--- src/rtl/dm_store_buffer.sv ---
// dm_store_buffer: MEM-stage store queue. Each store is byte-aligned and given
// active-low byte enables when it is enqueued. The queue drains to data memory
// in program order over a req/ack handshake. A load is held while any store is
// still pending.
module dm_store_buffer #(
   parameter int DEPTH = 4,
   parameter int AW    = 32,
   parameter int DW    = 32
) (
   input  logic                       ACLK,
   input  logic                       ARESETn,
   input  logic                       st_valid,
   input  logic [2:0]                 st_funct3,
   input  logic [AW-1:0]              st_addr,
   input  logic [DW-1:0]              st_data,
   output logic                       st_ready,
   output logic                       st_misalign,
   input  logic                       ld_valid,
   output logic                       ld_stall,
   output logic                       dm_req,
   output logic [AW-1:0]              dm_addr,
   output logic [DW-1:0]              dm_wdata,
   output logic [3:0]                 dm_web,
   input  logic                       dm_ack,
   output logic [$clog2(DEPTH+1)-1:0] sb_count
);

   localparam int PW = $clog2(DEPTH);
   localparam int CW = $clog2(DEPTH+1);

   logic [AW-1:0] addr_q [DEPTH];
   logic [AW-1:0] addr_d [DEPTH];
   logic [DW-1:0] data_q [DEPTH];
   logic [DW-1:0] data_d [DEPTH];
   logic [3:0]    web_q  [DEPTH];
   logic [3:0]    web_d  [DEPTH];
   logic [PW-1:0] wr_ptr_q, wr_ptr_d;
   logic [PW-1:0] rd_ptr_q, rd_ptr_d;
   logic [CW-1:0] count_q, count_d;
   logic          misalign_q, misalign_d;

   logic          aligned_s;
   logic [DW-1:0] al_data_s;
   logic [3:0]    al_web_s;
   logic          enq_s;
   logic          deq_s;

   // Byte-lane alignment and enable generation for the incoming store.
   always_comb begin
      aligned_s = 1'b0;
      al_data_s = {DW{1'b0}};
      al_web_s  = 4'hF;
      case (st_funct3)
         3'b000: begin
            aligned_s = 1'b1;
            al_data_s = {4{st_data[7:0]}};
            al_web_s  = ~(4'b0001 << st_addr[1:0]);
         end
         3'b001: begin
            aligned_s = ~st_addr[0];
            al_data_s = {2{st_data[15:0]}};
            al_web_s  = st_addr[1] ? 4'b0011 : 4'b1100;
         end
         3'b010: begin
            aligned_s = (st_addr[1:0] == 2'b00);
            al_data_s = st_data;
            al_web_s  = 4'b0000;
         end
         default: begin
            aligned_s = 1'b0;
            al_data_s = {DW{1'b0}};
            al_web_s  = 4'hF;
         end
      endcase
   end

   // Handshake outputs come straight from the registered head entry.
   always_comb begin
      st_ready    = (count_q != CW'(DEPTH));
      dm_req      = (count_q != {CW{1'b0}});
      dm_addr     = addr_q[rd_ptr_q];
      dm_wdata    = data_q[rd_ptr_q];
      dm_web      = dm_req ? web_q[rd_ptr_q] : 4'hF;
      ld_stall    = ld_valid & dm_req;
      st_misalign = misalign_q;
      sb_count    = count_q;
      enq_s       = st_valid & st_ready & aligned_s;
      deq_s       = dm_req & dm_ack;
   end

   // Next-state for queue storage, pointers, occupancy and the reject pulse.
   always_comb begin
      addr_d     = addr_q;
      data_d     = data_q;
      web_d      = web_q;
      wr_ptr_d   = wr_ptr_q;
      rd_ptr_d   = rd_ptr_q;
      count_d    = count_q;
      misalign_d = st_valid & st_ready & ~aligned_s;
      if (enq_s) begin
         addr_d[wr_ptr_q] = {st_addr[AW-1:2], 2'b00};
         data_d[wr_ptr_q] = al_data_s;
         web_d[wr_ptr_q]  = al_web_s;
         wr_ptr_d         = wr_ptr_q + {{(PW-1){1'b0}}, 1'b1};
      end else begin
         wr_ptr_d = wr_ptr_q;
      end
      if (deq_s) begin
         rd_ptr_d = rd_ptr_q + {{(PW-1){1'b0}}, 1'b1};
      end else begin
         rd_ptr_d = rd_ptr_q;
      end
      case ({enq_s, deq_s})
         2'b10:   count_d = count_q + {{(CW-1){1'b0}}, 1'b1};
         2'b01:   count_d = count_q - {{(CW-1){1'b0}}, 1'b1};
         default: count_d = count_q;
      endcase
   end

   // State registers; reset discards every pending entry.
   always_ff @(posedge ACLK or negedge ARESETn) begin
      if (!ARESETn) begin
         for (int i = 0; i < DEPTH; i++) begin
            addr_q[i] <= {AW{1'b0}};
            data_q[i] <= {DW{1'b0}};
            web_q[i]  <= 4'hF;
         end
         wr_ptr_q   <= {PW{1'b0}};
         rd_ptr_q   <= {PW{1'b0}};
         count_q    <= {CW{1'b0}};
         misalign_q <= 1'b0;
      end else begin
         addr_q     <= addr_d;
         data_q     <= data_d;
         web_q      <= web_d;
         wr_ptr_q   <= wr_ptr_d;
         rd_ptr_q   <= rd_ptr_d;
         count_q    <= count_d;
         misalign_q <= misalign_d;
      end
   end

endmodule
--- config.mk ---
export PLATFORM = sky130hd
export DESIGN_NAME = dm_store_buffer
export DESIGN_NICKNAME = d
export VERILOG_FILES = /design/src/rtl/dm_store_buffer.sv
export SDC_FILE = /design/constraint.sdc
export NUM_CORES = 1
export LEC_CHECK = 0
export CAP_MARGIN = 15
export CORE_AREA = 2 2 161 163
export CTS_BUF_LIST = sky130_fd_sc_hd__clkbuf_16
export CTS_CLUSTER_SIZE = 30
export DETAILED_ROUTE_END_ITERATION = 10
export DIE_AREA = 0 0 163 165
export PLACE_DENSITY = 0.7
export SETUP_SLACK_MARGIN = 0.05
export SLEW_MARGIN = 10
export SYNTH_ARGS = -nofsm -noshare
export SYNTH_HDL_FRONTEND = slang
export SYNTH_SLANG_ARGS = --single-unit
--- constraint.sdc ---
create_clock -name ACLK -period 6.8 [get_ports ACLK]
set_clock_uncertainty 0.15 [all_clocks]
set_input_delay 1.02 -clock ACLK [delete_from_list [all_inputs] [get_ports ACLK]]
set_output_delay 1.02 -clock ACLK [all_outputs]
set_load 0.02 [all_outputs]
==> results of run 1 <==
==> layer usage <==
metal  vias up  global-route usage, %
met4         2                   3.82
met3        29                   4.95
met2       155                   35.9
met1      3763                   26.1
li1       3175                      -
met5         -                      0
==> logic make-up after synthesis <==
kind of cell | synth area share, %
other | 0.0302
flip-flops | 54.9
multiplexers | 36.0
AND/OR/NAND/NOR | 2.58
AO/OA/AOI/OAI | 2.11
adder cells (fa/ha/maj) | 0.664
buffers and inverters | 3.28
XOR/XNOR | 0.423
==> flip-flops by register name, indices dropped and copies added, names as in the netlist <==
register and flops:
sb_count 3, addr_q 120, data_q 128, web_q 16, st_misalign 1, wr_ptr_q 2
rd_ptr_q 2
==> placed cells by master (no fill, tap or decap), types with 2 or more instances in the layout <==
cell and instances:
dfrtp_1 254, mux2_1 160, clkdlybuf4s50_1 143, mux2_2 105, mux4_2 66, clkbuf_16 31, a21oi_1 27, o21ai_0 19
inv_1 17, dfstp_2 16, nand2_1 14, nor2b_1 11, nor2_1 11, clkinv_1 11, and2_1 10, buf_4 9
nor3_1 5, ha_1 5, nand2_4 4, or2_2 4, xnor2_1 3, xor2_1 3, bufinv_16 3, conb_1 2
clkinv_2 2, dfrtp_4 2
==> final cells by class <==
cell class	count	area share [%]
clock buffer	31	5.18
clock inverter	24	1.17
inverter	10	0.251
multi-input combinational	457	34.9
sequential	272	45.6
tap	330	2.76
timing repair buffer	153	10.1
==> stage by stage <==
stage / instance area, um^2 / hold slack [ps] / power, uW
after floorplan: 12400 / 309 / 4670
after global routing: 15000 / 264 / 7720
after detailed placement: 14000 / 325 / 5830
final: 15000 / 259 / 7300
after CTS: 15000 / 251 / 7400
after global placement: 14000 / 319 / 5760
==> worst max-delay path by stage <==
stage	from	slack, ps	depth (start not counted)	endpoint
after floorplan	st_addr[1]	3840	10	sb_count[2]
after global placement	st_funct3[0]	2550	11	sb_count[2]
after detailed placement	st_funct3[0]	2500	11	sb_count[2]
after CTS	rd_ptr_q[0]	2180	4	dm_web[1]
after global routing	rd_ptr_q[0]	2080	4	dm_web[1]
final	rd_ptr_q[0]	2290	4	dm_web[1]
==> worst reg2reg max path, cell delays in order, from the launching register on <==
cell and delay [ps]:
dfrtp_1 450, nor3b_2 340, nor3_1 140, nand2_4 380, buf_4 660, mux2_2 420
==> power groups by stage <==
stage | sequential [uW] | combinational [uW] | clock [uW]
final | 2870 | 2880 | 1550
after global placement | 2880 | 2890 | 0
after detailed placement | 2910 | 2930 | 0
after global routing | 2980 | 3090 | 1660
after floorplan | 2660 | 2010 | 0
after CTS | 2880 | 2940 | 1590
==> flow_summary_export.csv, run 1 <==
group,metric,value,unit
outcome,status,"complete, no violations",
pwr,pwr-share-seq,39.2,%
grt,grt_pass1_vias,7672,
timing,tightest_slew,1110,ps
synth,yosysMostFrequentCell,"dfrtp_1",
final_layout,multi_input_area,5230,um^2
final_layout,stdcell_count,1277,
grt,antenna_found_initial,2,
detailed_routing,firstDrtPassIters,4,
clocking,ctsHoldBuffers,0,
detailed_routing,drtIter0Drc,360,
setup_path,criticalPathCategory,"reg -> out",
clocking,numCtsBuffers,30,
die,ios,147,
placement,place_inst,1222,
synth,netlist_top_cells_area,"dfrtp_1 52%, mux2_1 14%, mux4_2 12%, mux2_2 9.5%, dfstp_2 3.4%",
clocking,htreeDepth,1,
die,placementRows,58,
setup_path,required,5630,ps
final_layout,diodes,0,
setup_path,reg2reg_depth,5,
timing,drv_slew,0,
detailed_routing,drt-vias-per-instance,5.58,
clocking,cts.clk_slew.worst_paths,60,ps
timing,setup_viol,0,
die,die_height,165,um
synth,netlist_instances,792,
synth,synth_area_per_cell,15.7,um^2
detailed_routing,totalWireLength,26600,um
placement,portBuffers,144,
detailed_routing,wl_met2,13200,um
grt,grt_remaining_overflow,0,
timing,timing.fmax,222,MHz
setup_path,cp_slowest_cell,"dfrtp_4",
timing,rsz0062_at_grt,"no",
pwr,powerDensity,488,nW/um^2
timing,worst_slack,2290,ps
clocking,post_cts_buffers,0,
pwr,swShare,31.4,%
setup_path,critPathMaxFanout,38,
detailed_routing,dr.max_layer_used,"met5",
grt,grt_first_pass_wirelength,42400,um
timing,slew_headroom,25.7,%
die,initial_core_util,49.7,%
setup_path,critPathArrivalTime,3340,ps
pwr,p_switching,2290,uW
pwr,clkPwrFrac,21.3,%
setup_path,cp_num_buf_inv,2,
detailed_routing,post_drt_wl_per_cell,20.8,um
synth,synth_cell_type_count,32,
final_layout,n_fill_cell,1961,
clocking,ctsRootBufferMaster,"clkbuf_16",
synth,ys_top_cells_by_count,"256 x dfrtp_1, 160 x mux2_1, 105 x mux2_2",
clocking,clockBufferDepth,3,
synth,synth-seq-cells,272,
pwr,power.leakage,0.00668,uW
detailed_routing,drtAntennaViolNets,0,
placement,dp_slack,2500,ps
setup_path,regToRegSetupSlack,4140,ps
setup_path,crit_family,"buffers and inverters",
die,dieArea,26900,um^2
pwr,p_comb_share,39.5,%
final_layout,drive_above_1_share,26.0,%
setup_path,r2r-end,"data_q[17]",
setup_path,crit_chain,"buf_4, mux4_2, or2_2, clkdlybuf4s50_1",
grt,grt.total_usage,20.4,%
grt,grt_max_degree,76,
pwr,intPower,5010,uW
final_layout,final_core_util,59.8,%
synth,synth-main-ff-cell,"dfrtp_1",
pwr,worst_ir_drop_vdd,266,uV
setup_path,worstSetupEndpointType,"output port",
synth,yosys_warnings,0,
final_layout,nets,1002,
placement,place_congestion,0.723,
final_layout,areaGrowthSynthToFinish,20.4,%
detailed_routing,drt-met1-wl,11400,um
clocking,post_cts_resized,0,
timing,period_needed,4510,ps
clocking,clock_latency,540,ps
timing,fin_setup_tns,0,ps
clocking,cts_sinks,272,
placement,dp_hpwl,16500,um
setup_path,critical_path.max_stage_delay,960,ps
final_layout,seqCellArea,6830,um^2
detailed_routing,drc_errors,0,
flow_run,max-cap-violations,0,
min_path,hold_class,"in -> async",
synth,synth-edff-count,0,
synth,async_reset_ff_share,100,%
setup_path,r2r_start,"sb_count[0]",
timing,hold_viol_final,0,
timing,finalCritPeriodShare,66.3,%
synth,synth_top_area_cell,"dfrtp_1",
setup_path,start_kind,"flop",
die,coreArea,25000,um^2
detailed_routing,met3_length,1610,um
clocking,cts_tree,"built",
synth,ys_seq_area_share,54.9,%
detailed_routing,vias,7124,
die,dieWidth,163,um
synth,netlist_area,12400,um^2
synth,synth_top_area_share,51.5,%
No activity file was read; power rests on OpenSTA's default activity.
==> run 2: changes to the inputs <==
==> constraint.sdc (replaced) <==
create_clock -name ACLK -period 4.3 [get_ports ACLK]
set_clock_uncertainty 0.15 [all_clocks]
set_input_delay 0.645 -clock ACLK [delete_from_list [all_inputs] [get_ports ACLK]]
set_output_delay 0.645 -clock ACLK [all_outputs]
set_load 0.02 [all_outputs]
==> flow_summary_export.csv, run 2 (synthesis gave the netlist of run 1 again) <==
group,metric,value,unit
outcome,status,"complete, but fails checks",
outcome,violations,"hold timing",
final_layout,largest_reg_flops,128,
final_layout,drive_above_1_share,27.1,%
timing,fin_setup_tns,0,ps
min_path,hold_class,"in -> async",
grt,grt_remaining_overflow,0,
clocking,cts_tree,"built",
detailed_routing,drc_errors,0,
die,dieWidth,163,um
setup_path,regToRegSetupSlack,1810,ps
timing,period_needed,3680,ps
setup_path,critical_path.max_stage_delay,850,ps
placement,place_congestion,0.739,
detailed_routing,firstDrtPassIters,4,
timing,setup_viol,0,
final_layout,areaGrowthSynthToFinish,21.2,%
grt,grt.total_usage,20.9,%
setup_path,criticalPathCategory,"reg -> out",
setup_path,required,3500,ps
timing,fin_hold_ws,-24.0,ps
detailed_routing,vias,7140,
pwr,worst_ir_drop_vdd,480,uV
flow_run,max-cap-violations,0,
detailed_routing,totalWireLength,27000,um
setup_path,worstSetupEndpointType,"output port",
timing,drv_slew,0,
setup_path,start_kind,"flop",
setup_path,cp_slowest_cell,"dfrtp_4",
setup_path,path_depth,3,
placement,dp_hpwl,17600,um
final_layout,nets,1014,
setup_path,r2r_start,"sb_count[0]",
setup_path,critPathMaxFanout,29,
final_layout,final_cell_mix,"254 x dfrtp_1, 160 x mux2_1, 143 x clkdlybuf4s50_1",
setup_path,reg2reg_depth,9,
clocking,clock_latency,540,ps
die,die_height,165,um
timing,rsz0062_at_grt,"no",
detailed_routing,drtIter0Drc,440,
pwr,powerDensity,762,nW/um^2
clocking,post_cts_resized,0,
final_layout,top_regs,"data_q x128, addr_q x120, web_q x16",
setup_path,cp_num_buf_inv,2,
timing,slew_headroom,46.3,%
placement,dp_slack,998,ps
timing,worst_slack,623,ps
die,initial_core_util,49.7,%
detailed_routing,post_drt_wl_per_cell,21.0,um
clocking,post_cts_buffers,0,
setup_path,critPathCapture,"dm_wdata[31]",
die,ios,147,
grt,grt_first_pass_wirelength,43600,um
timing,hold_viol_final,6,
die,placementRows,58,
clocking,cts.clk_slew.worst_paths,60,ps
grt,grt_pass1_vias,7675,
final_layout,multi_input_area,5230,um^2
setup_path,crit_family,"buffers and inverters",
clocking,clockBufferDepth,3,
grt,gr-usage-met1,28.4,%
setup_path,r2r-end,"sb_count[2]",
grt,top_usage_layer,"met2",
grt,grt_use_met3,4.75,%
grt,met2_usage,34.9,%
setup_path,crit_start,"rd_ptr_q[0]",
clocking,ctsRootBufferMaster,"clkbuf_16",
final_layout,final_common_cell,"dfrtp_1",
setup_path,crit_chain,"buf_4, mux4_2, clkdlybuf4s50_1",
clocking,ctsHoldBuffers,0,
detailed_routing,drt-vias-per-instance,5.53,
die,coreArea,25000,um^2
pwr,power.leakage,0.00675,uW
final_layout,regMostFlops,"data_q",
placement,portBuffers,144,
detailed_routing,drtAntennaViolNets,0,
timing,tightest_slew,805,ps
die,dieArea,26900,um^2
grt,antenna_found_initial,1,
clocking,cts_sinks,272,
clocking,htreeDepth,1,
final_layout,seqCellArea,6830,um^2
grt,grt_max_degree,105,
setup_path,critPathArrivalTime,2880,ps
timing,timing.fmax,272,MHz
final_layout,n_fill_cell,1968,
clocking,numCtsBuffers,30,
timing,finalCritPeriodShare,85.5,%
[run 2: cell type report]
class	count	area share (%)
diodes	1	0.0166
clock buffers	31	5.15
clock inverters	24	0.689
inverters	10	0.249
multi-input cells	457	34.7
flip-flops and latches	272	45.3
well taps	330	2.74
repair buffers	165	11.1
[run 2: stage by stage]
stage	total power (uW)	cell area [um^2]	hold slack (ps)	util, %	instances
floorplan	7390	12400	199	-	793
finish	11500	15100	-24.0	60.2	1290
global placement	9170	14200	318	56.7	1234
global route	12100	15100	49.0	60.2	1289
detailed placement	9290	14200	325	56.7	1234
CTS	11600	15100	38.5	60.2	1289
[run 2: power by group]
part           switching [uW]  internal (uW)  leakage, uW  total [uW]
combinational            1970           2710      0.00285        4670
sequential                718           3790      0.00344        4510
clock                    1010           1290     0.000465        2300
total                    3700           7790      0.00675       11500
[run 2: how the worst min path moves through the flow]
stage	from	endpoint	slack [ps]
finish	ARESETn	addr_q[90]	-20
detailed placement	addr_q[36]	addr_q[36]	330
CTS	ARESETn	addr_q[90]	40
global route	ARESETn	addr_q[90]	50
global placement	addr_q[56]	addr_q[56]	320
floorplan	ARESETn	addr_q[100]	200
[run 2: worst register-to-register path, cell delays in order, from the launching register on]
cell and delay, ps:
dfrtp_1 440, nor3_1 580, inv_1 140, and2_1 250, ha_1 220, inv_1 70
fa_1 170, xor2_1 160, nor2_1 70, xor2_1 140
[run 2: routing by layer]
metal  wire length (um)  share of wire [%]  vias up
li1                   -                  -     3195
met1              12100                 45     3736
met2              12800                 47      170
met3               1540                5.7       39
met4                552                2.0        0
met5                  0                  0        -
==> run 3: changes to the inputs <==
--- a/config.mk
+++ b/config.mk
@@ -6,11 +6,11 @@
 export NUM_CORES = 1
 export LEC_CHECK = 0
 export CAP_MARGIN = 15
-export CORE_AREA = 2 2 161 163
+export CORE_AREA = 4 4 163 165
 export CTS_BUF_LIST = sky130_fd_sc_hd__clkbuf_16
 export CTS_CLUSTER_SIZE = 30
 export DETAILED_ROUTE_END_ITERATION = 10
-export DIE_AREA = 0 0 163 165
+export DIE_AREA = 0 0 167 169
 export PLACE_DENSITY = 0.7
 export SETUP_SLACK_MARGIN = 0.05
 export SLEW_MARGIN = 10
==> flow_summary_export.csv, run 3 (synthesis gave the netlist of run 1 again) <==
group,metric,value,unit
placement,dp_slack,908,ps
setup_path,cp_slowest_cell,"dfrtp_4",
min_path,min_path_cells,1,
detailed_routing,drtAntennaViolNets,0,
grt,grt_pass1_vias,7845,
detailed_routing,post_drt_wl_per_cell,21.2,um
setup_path,r2r-end,"sb_count[2]",
final_layout,final_core_util,59.9,%
setup_path,cp_num_buf_inv,2,
timing,timing.fmax,277,MHz
timing,period_needed,3610,ps
setup_path,start_kind,"flop",
clocking,clock_latency,530,ps
pwr,powerDensity,758,nW/um^2
setup_path,regToRegSetupSlack,1710,ps
setup_path,critPathArrivalTime,2810,ps
final_layout,regMostFlops,"data_q",
timing,hold_viol_final,0,
clocking,cts.clk_slew.worst_paths,60,ps
final_layout,n_fill_cell,2002,
grt,grt.total_usage,19.6,%
die,dieWidth,167,um
setup_path,critPathMaxFanout,24,
clocking,htreeDepth,1,
placement,portBuffers,144,
placement,place_congestion,0.750,
detailed_routing,vias,7062,
min_path,hold_class,"reg -> reg",
min_path,hold_end,"addr_q[61]",
final_layout,multi_input_area,5230,um^2
detailed_routing,totalWireLength,27300,um
clocking,cts_tree,"built",
clocking,ctsRootBufferMaster,"clkbuf_16",
timing,tightest_slew,762,ps
timing,slew_headroom,49.2,%
final_layout,nets,1010,
setup_path,criticalPathCategory,"reg -> out",
grt,grt_remaining_overflow,0,
setup_path,r2r_start,"sb_count[1]",
grt,grt_first_pass_wirelength,44400,um
die,die_height,169,um
final_layout,final_cell_mix,"254 x dfrtp_1, 160 x mux2_1, 143 x clkdlybuf4s50_1",
timing,rsz0062_at_grt,"no",
detailed_routing,firstDrtPassIters,4,
setup_path,required,3500,ps
setup_path,reg2reg_depth,11,
setup_path,crit_chain,"buf_4, mux4_2, clkdlybuf4s50_1",
outcome,status,"complete, no violations",
placement,dp_hpwl,17800,um
die,dieArea,28200,um^2
setup_path,critical_path.max_stage_delay,780,ps
flow_run,max-cap-violations,0,
clocking,post_cts_buffers,0,
detailed_routing,drc_errors,0,
grt,grt_max_degree,87,
final_layout,areaGrowthSynthToFinish,20.5,%
final_layout,top_regs,"data_q x128, addr_q x120, web_q x16",
clocking,clockBufferDepth,3,
pwr,power.leakage,0.00671,uW
detailed_routing,drt-vias-per-instance,5.50,
clocking,numCtsBuffers,29,
final_layout,largest_reg_flops,128,
timing,worst_slack,692,ps
die,initial_core_util,49.7,%
pwr,worst_ir_drop_vdd,482,uV
die,placementRows,58,
timing,setup_viol,0,
timing,drv_slew,0,
setup_path,crit_family,"buffers and inverters",
final_layout,drive_above_1_share,26.4,%
timing,fin_hold_ws,333,ps
setup_path,worstSetupEndpointType,"output port",
die,ios,147,
final_layout,final_common_cell,"dfrtp_1",
clocking,post_cts_resized,0,
clocking,cts_sinks,272,
final_layout,seqCellArea,6830,um^2
clocking,ctsHoldBuffers,1,
min_path,min-delay-start,"addr_q[61]",
timing,finalCritPeriodShare,83.9,%
die,coreArea,25000,um^2
detailed_routing,drtIter0Drc,298,
timing,fin_setup_tns,0,ps
grt,antenna_found_initial,1,
[run 3: worst max path at each step]
stage	start	end	cells after the start
2_1_floorplan	st_addr[1]	sb_count[2]	10
3_3_place_gp	st_addr[1]	sb_count[2]	11
3_5_place_dp	st_addr[1]	sb_count[2]	11
4_1_cts	rd_ptr_q[0]	dm_wdata[14]	3
5_1_grt	rd_ptr_q[0]	dm_wdata[14]	3
6_report	rd_ptr_q[0]	dm_wdata[20]	3
[run 3: cell type report]
| class | instances | share of cell area (%) |
|---|---|---|
| multi-input combinational | 457 | 34.9 |
| clock buffer | 29 | 4.84 |
| sequential | 272 | 45.6 |
| antenna | 1 | 0.0167 |
| timing repair buffer | 162 | 11.1 |
| inverter | 10 | 0.250 |
| clock inverter | 22 | 0.593 |
| tap | 330 | 2.76 |
[run 3: layer usage]
metal / GRT usage, % / wire length (um) / vias to the layer above
li1: - / - / 3193
met1: 25.6 / 11600 / 3666
met2: 33.5 / 13400 / 164
met3: 5.07 / 1720 / 37
met4: 4.16 / 553 / 2
met5: 0 / 11 / -
[run 3: power breakdown]
| part | internal [uW] | switching (uW) |
|---|---|---|
| Sequential | 3790 | 733 |
| Clock | 1210 | 967 |
| Combinational | 2710 | 1950 |
| Total | 7700 | 3650 |
[run 3: worst register-to-register path, delay by kind of cell (launching register included)]
family / cells / cell delay, ps
XOR/XNOR: 2 / 320
AND/OR/NAND/NOR: 4 / 750
flip-flops: 1 / 440
adder cells (fa/ha/maj): 2 / 560
buffers and inverters: 3 / 320
[run 3: through the flow]
step	instance area (um^2)	cells	total power (uW)
3_3_place_gp	14200	1230	9190
4_1_cts	15000	1282	11500
3_5_place_dp	14200	1230	9310
6_report	15000	1283	11400
2_1_floorplan	12400	793	7390
5_1_grt	15000	1282	12000
